### src/rtl/bit_serial_counter.sv
// bit_serial_counter: tick-driven up-counter with a latched terminal count.
// A start launches a sequence that advances on each effective step until the
// count matches the latched terminal value, then pulses done and goes idle.
// Optional feature macro: BIT_SERIAL_COUNTER_PRESCALE_EN. When defined, only
// every PRESCALE-th tick in RUN is an effective step.
module bit_serial_counter #(
  parameter int unsigned WIDTH    = 3,
  parameter int unsigned PRESCALE = 4
) (
  input  logic             clk,
  input  logic             rst,
  input  logic             start,
  input  logic             clear,
  input  logic             tick,
  input  logic [WIDTH-1:0] term,
  output logic [WIDTH-1:0] count,
  output logic             busy,
  output logic             one,
  output logic             zero,
  output logic             done
);

  typedef enum logic {
    IDLE = 1'b0,
    RUN  = 1'b1
  } state_t;

  state_t           state_q, state_d;
  logic [WIDTH-1:0] count_q, count_d;
  logic [WIDTH-1:0] term_q,  term_d;
  logic             done_q,  done_d;
  logic             step;

`ifdef BIT_SERIAL_COUNTER_PRESCALE_EN
  localparam int unsigned PW = (PRESCALE > 2) ? $clog2(PRESCALE) : 1;
  localparam logic [PW-1:0] PRESC_LAST = PW'(PRESCALE - 1);

  logic [PW-1:0] presc_q, presc_d;

  // Prescaler: counts ticks in RUN, fires a step on the PRESCALE-th one.
  always_comb begin
    presc_d = presc_q;
    step    = 1'b0;
    if (clear || start) begin
      presc_d = '0;
    end else if (tick && (state_q == RUN)) begin
      if (presc_q == PRESC_LAST) begin
        presc_d = '0;
        step    = 1'b1;
      end else begin
        presc_d = presc_q + 1'b1;
      end
    end
  end

  // Prescaler register.
  always_ff @(posedge clk) begin
    if (rst) presc_q <= '0;
    else     presc_q <= presc_d;
  end
`else
  // Every tick in RUN is an effective step.
  always_comb begin
    step = tick && (state_q == RUN);
  end
`endif

  // Next-state logic: priority clear > start > effective step.
  always_comb begin
    state_d = state_q;
    count_d = count_q;
    term_d  = term_q;
    done_d  = 1'b0;
    if (clear) begin
      state_d = IDLE;
      count_d = '0;
    end else if (start) begin
      state_d = RUN;
      count_d = '0;
      term_d  = term;
    end else if (step) begin
      if (count_q == term_q) begin
        state_d = IDLE;
        count_d = '0;
        done_d  = 1'b1;
      end else begin
        count_d = count_q + 1'b1;
      end
    end
  end

  // State and datapath registers with synchronous reset.
  always_ff @(posedge clk) begin
    if (rst) begin
      state_q <= IDLE;
      count_q <= '1;
      term_q  <= '0;
      done_q  <= 1'b0;
    end else begin
      state_q <= state_d;
      count_q <= count_d;
      term_q  <= term_d;
      done_q  <= done_d;
    end
  end

  // Output decodes of registered state.
  always_comb begin
    count = count_q;
    busy  = (state_q == RUN);
    done  = done_q;
    one   = &count_q;
    zero  = ~|count_q;
  end

endmodule

### config.mk
export PLATFORM = sky130hd
export DESIGN_NAME = bit_serial_counter
export DESIGN_NICKNAME = d
export VERILOG_FILES = /design/src/rtl/bit_serial_counter.sv
export SDC_FILE = /design/constraint.sdc
export NUM_CORES = 1
export LEC_CHECK = 0
export BUFFER_PORTS_ARGS = -buffer_cell sky130_fd_sc_hd__clkbuf_2
export CORE_AREA = 2 2 39 41
export DETAILED_ROUTE_END_ITERATION = 16
export DIE_AREA = 0 0 41 43
export PLACE_DENSITY = 0.51
export SLEW_MARGIN = 5
export SYNTH_ARGS = -nofsm -noshare
export SYNTH_HDL_FRONTEND = slang
export SYNTH_SLANG_ARGS = --single-unit
### constraint.sdc
create_clock -name clk -period 3.4 [get_ports clk]
set_input_delay 0.34 -clock clk [delete_from_list [all_inputs] [get_ports clk]]
set_output_delay 0.34 -clock clk [all_outputs]
set_load 0.02 [all_outputs]
# ---- Word-level counts from Yosys, hierarchy flattened
# Cells that the tools add are included.
dict set report word_totals {
  ff_bits 8
  latchBits 0
  ramBits 0
  rom_bits 0
  input_bits 8
  output_inout_bits 7
  word_cells 27
  mem_count 0
}
dict set report classes {
  n_addsub 1
  n_mul 0
  n_div 0
  magnitude_cmp 0
  n_eq_ne 1
  n_shift 0
  n_mux 8
  bitwise 2
  n_reduce_logical 11
}
# cell n
set op_table {}
lappend op_table {{2-to-1 mux 3 bit} 4}
lappend op_table {{2-to-1 mux 1 bit} 4}
lappend op_table {{AND reduction 2 bit} 2}
lappend op_table {{nonzero test 2 bit} 2}
lappend op_table {{OR reduction 4 bit} 1}
lappend op_table {{adder 3 x 1 -> 3 bit (second input constant)} 1}
lappend op_table {{equality test 3 bit} 1}
lappend op_table {{AND reduction 3 bit} 1}
lappend op_table {{nonzero test 3 bit} 1}
lappend op_table {{OR reduction 3 bit} 1}
lappend op_table {{NOT 1 bit} 2}
lappend op_table {{OR reduction 2 bit} 1}
lappend op_table {{logical AND 1 bit} 1}
lappend op_table {{zero test 1 bit} 1}

# ---- Logic depth before layout (Yosys ltp)
dict set report logic_depth {
  depth_word 5
  depth_mapped 4
  depth_no_buf 3
}

# ---- Least setup slack after synthesis
# Ideal clock, no wire load.
dict set report synth_path {
  path_type {reg-to-reg}
  start {register count_q[1] (netlist: count[1])}
  end {register count_q[2] (netlist: count[2])}
  setup_ns 0.122
  arrival_time_ns 1.227
  required_ns 3.278
  setup_slack_ns 2.051
  stages_incl_launch_ff 4
  path_buffers 0
  synth_period_minus_slack_ns 1.349
  path_cell_list {dfxtp_1 -> ha_1 -> ha_1 -> a221o_1}
}
dict set report synth_via {
  elab_chain_cells 5
  elab_cells_between_ends 6
  cone_classes {add/sub: 1; eq/ne: 1; mux: 4}
}
# element line_no
set synth_rtl {}
lappend synth_rtl {{start, declared} 29} ;# logic [WIDTH-1:0] count_q, count_d;
lappend synth_rtl {{start signal, assigned} 101} ;# count_q <= count_d;
lappend synth_rtl {{adder 3 x 1 -> 3 bit or equality test 3 bit (tied branches)} {87, 82}}
lappend synth_rtl {{2-to-1 mux 3 bit (*)} 82} ;# if (count_q == term_q) begin
lappend synth_rtl {{2-to-1 mux 3 bit (*)} 81} ;# end else if (step) begin
lappend synth_rtl {{2-to-1 mux 3 bit (*)} 77} ;# end else if (start) begin
lappend synth_rtl {{2-to-1 mux 3 bit (*)} 74} ;# if (clear) begin
# Mark *: on every way between the ends. The rest lies on a longest branch, timed or not. The select of a mux whose other input is x is not followed.
# A chain may end at the register's enable or synchronous reset.

# ---- Worst setup path in the final report
dict set report layout_path {
  start {register count_q[0] (netlist: count[0])}
  end {output port zero}
}
dict set report layout_via {
  elab_chain_cells 2
}
# element line_no
set layout_rtl {}
lappend layout_rtl {{OR reduction 3 bit} 113} ;# zero = ~|count_q;
lappend layout_rtl {{zero test 1 bit} 113}
lappend layout_rtl {{end, declared} 19} ;# output logic zero,
# No other way between the ends.

==> key figures <==
Run status
  • Status: completed

Setup path
  • CP endpoint kind: output pin
  • Worst Path Required: between 3 and 4 ns
  • Launch point of the worst reg-to-reg path: count[0]$_SDFFE_PP1P_
  • Worst r2r dst: count[2]$_SDFFE_PP1P_
  • Worst r2r path cells: 3
  • Crit-path max FO: 6
  • Worst Setup EP: zero
  • R2R Setup Slk: between 2 and 2.5 ns
  • Crit Path Class: flip-flop to output pin
  • CP Launch Type: flip-flop
  • Arrival @ worst endpoint: 1.22 ns
  • Crit path from: count[0]$_SDFFE_PP1P_

Global routing
  • Largest net degree at the start of global routing: 9
  • Number of global-route vias before repair: 317
  • First-pass GRT wire length: roughly 1.3 mm
  • Total track usage: 0.1087
  • Initial antenna violation count: 0
  • Total gr overflow: 0

Logic synthesis
  • Main synth FF type: dfxtp_1
  • Seq cells post-synth: 8
  • Post-synth top area cell: dfxtp_1
  • Most common library cells after synthesis: dfxtp_1, nor2_1, ha_1, inv_1, mux2i_1
  • Mapped Area: a little under 400 sq um
  • Cell count after synthesis: 38
  • Asr flop ratio synth: 0
  • Top-count cell post-synth: dfxtp_1
  • Syn Nets: between 40 and 50
  • Top cell type's share of synthesized area: 0.4089
  • Synth area leaders: dfxtp_1, ha_1, mux2i_1
  • EDFF count, synth: 0
  • Sequential-to-total area share from yosys stat: 0.4089
  • Synth Area per Inst: 10.31 sq um
  • Yosys Warn Count: 0
  • Post-synthesis cell type count: 18

Floorplan
  • Die Span Y: about 43 um
  • Site Rows: 14
  • Core box area: ~1400 sq um
  • Die area: between 1500 and 2000 sq um
  • Width of the die: roughly 41 um
  • # IOs: 15
  • Initial Util: 0.2830

Cells and area
  • # diodes: 0
  • Area delta synth->final: 27.80%
  • Layout Utilization: 0.3617
  • Nets: 67
  • Share of layout cells above drive strength 1: 0.3519
  • Finished Layout Cells: 70
  • Fin area: around 500 sq um
  • Fillers: 159

Drt
  • Drt wl/cell: 10.29 um
  • Final ANT Viol Nets: 0
  • Drt first-iter violations: 1
  • Total Wirelength: 720 um
  • Number of remaining DRC errors: 0
  • Via density: approximately 4.7
  • DR pass1 iterations: 2
  • Routed via count: about 330

Placement
  • DP Area: 478.0 sq um
  • Placed Cells: 67
  • Routability Congestion: around 0.66
  • DP Worst Slack: about 2.1 ns
  • PortBufs: 14

Power
  • Leak Pwr: 0.2346 nW
  • VDD IR max: between 0.1 and 0.15 mV
  • Power Density: around 430 nW/um^2
  • Pwr Total: around 210 uW

STA
  • Fin crit share: 0.4584
  • Slew headroom: 0.7092
  • Unrepaired setup endpoints after global routing: false
  • Setup tns final: 0 ns
  • Fmax: 0.6416 GHz
  • Worst slew pin tran: between 0.4 and 0.5 ns
  • Post-route minimum period: roughly 1.6 ns
  • Max Slew Vio Count: 0
  • Min Hold Slack: around 0.32 ns
  • Fin worst setup slack: 1.841 ns
  • Setup Skew: ~0.00096 ns
  • Final setup violation count: 0
  • Final hold viol count: 0

Clock tree
  • CTS max path bufs: 2
  • CTS Hold Bufs: 0
  • Sink Count: 8
  • Clk_lat worst skew: between 0.2 and 0.3 ns
  • H-tree depth: 1
  • CTS clk-pin slew, worst paths: approximately 0.050 ns
  • TritonCTS buffer count: 3
  • CTS tree: built
  • Post-CTS resize count: 0
  • Clock root buffer: clkbuf_4
  • Setup repair bufs after CTS: 0

Worst hold path
  • HP Class: input port to flip-flop

Run
  • Max capacitance violation total: 0
[final cells by class]
| class | count | area [sq um] | share of cell area |
|---|---|---|---|
| flip-flops and latches | 8 | 160.2 | 0.3200 |
| repair buffers | 14 | 70.07 | 0.1400 |
| inverters | 3 | 11.26 | 0.02250 |
| clock buffers | 3 | 22.52 | 0.04500 |
| multi-input cells | 26 | 216.5 | 0.4325 |
| well taps | 16 | 20.02 | 0.04000 |
[how the worst min path moves through the flow]
stage / from / to / slack, ns / cells past startpoint
after floorplan: tick / busy$_SDFFE_PP0P_ / 0.45 / 1
after global placement: term_q[2]$_SDFFE_PP0P_ / term_q[2]$_SDFFE_PP0P_ / 0.50 / 2
after detailed placement: term_q[0]$_SDFFE_PP0P_ / term_q[0]$_SDFFE_PP0P_ / 0.51 / 2
after CTS: tick / busy$_SDFFE_PP0P_ / 0.31 / 2
after global routing: tick / busy$_SDFFE_PP0P_ / 0.32 / 2
final: tick / busy$_SDFFE_PP0P_ / 0.32 / 2
[sequential cells by signal (all words and copies together) (netlist names)]
| name | cells |
|---|---|
| count | 3 |
| term_q | 3 |
| busy | 1 |
| done | 1 |
[critical path, cell delays in order (launching register included)]
cell and delay (ns):
dfxtp_1 0.44, inv_1 0.07, ha_1 0.18, nor2b_1 0.12
clkbuf_2 0.15
[metal layers]
metal / vias up / track usage / wire, um
met5: - / 0 / 0
met4: 0 / 0.1000 / 19
met3: 2 / 0.01571 / 35
met2: 11 / 0.1594 / 364
met1: 146 / 0.1262 / 301
li1: 169 / - / -
[layout by cell type (no fill, tap or decap)]
master / netlist / layout
clkbuf_4: 0 / 3
nor2b_1: 2 / 2
xnor2_1: 2 / 2
xnor2_2: 1 / 1
nor3b_1: 1 / 1
nand4bb_1: 1 / 1
a211oi_1: 1 / 1
o21ai_0: 1 / 1
mux2i_1: 3 / 3
o31ai_1: 1 / 1
clkbuf_2: 0 / 14
dfxtp_1: 8 / 8
ha_1: 3 / 3
a31oi_1: 2 / 2
nor2_1: 4 / 4
and3_4: 1 / 1
a21oi_1: 1 / 1
a221o_1: 2 / 2
inv_1: 3 / 3
[cell families (layout without fill, tap and decap cells)]
logic type,Yosys count,count (layout),synth area share
simple gates,9,9,0.1470
xor+xnor,3,3,0.08628
compound gates,8,8,0.1470
mux,3,3,0.07668
flops,8,8,0.4089
fa+ha+maj,3,3,0.09586
buf+inv,4,20,0.03833
[power by group]
group | switching [mW] | internal, mW
clock | 0.0324 | 0.0404
combinational | 0.0191 | 0.0176
sequential | 0.00608 | 0.0989
total | 0.0575 | 0.157
Note: power is estimated with default switching activity, not from simulation.
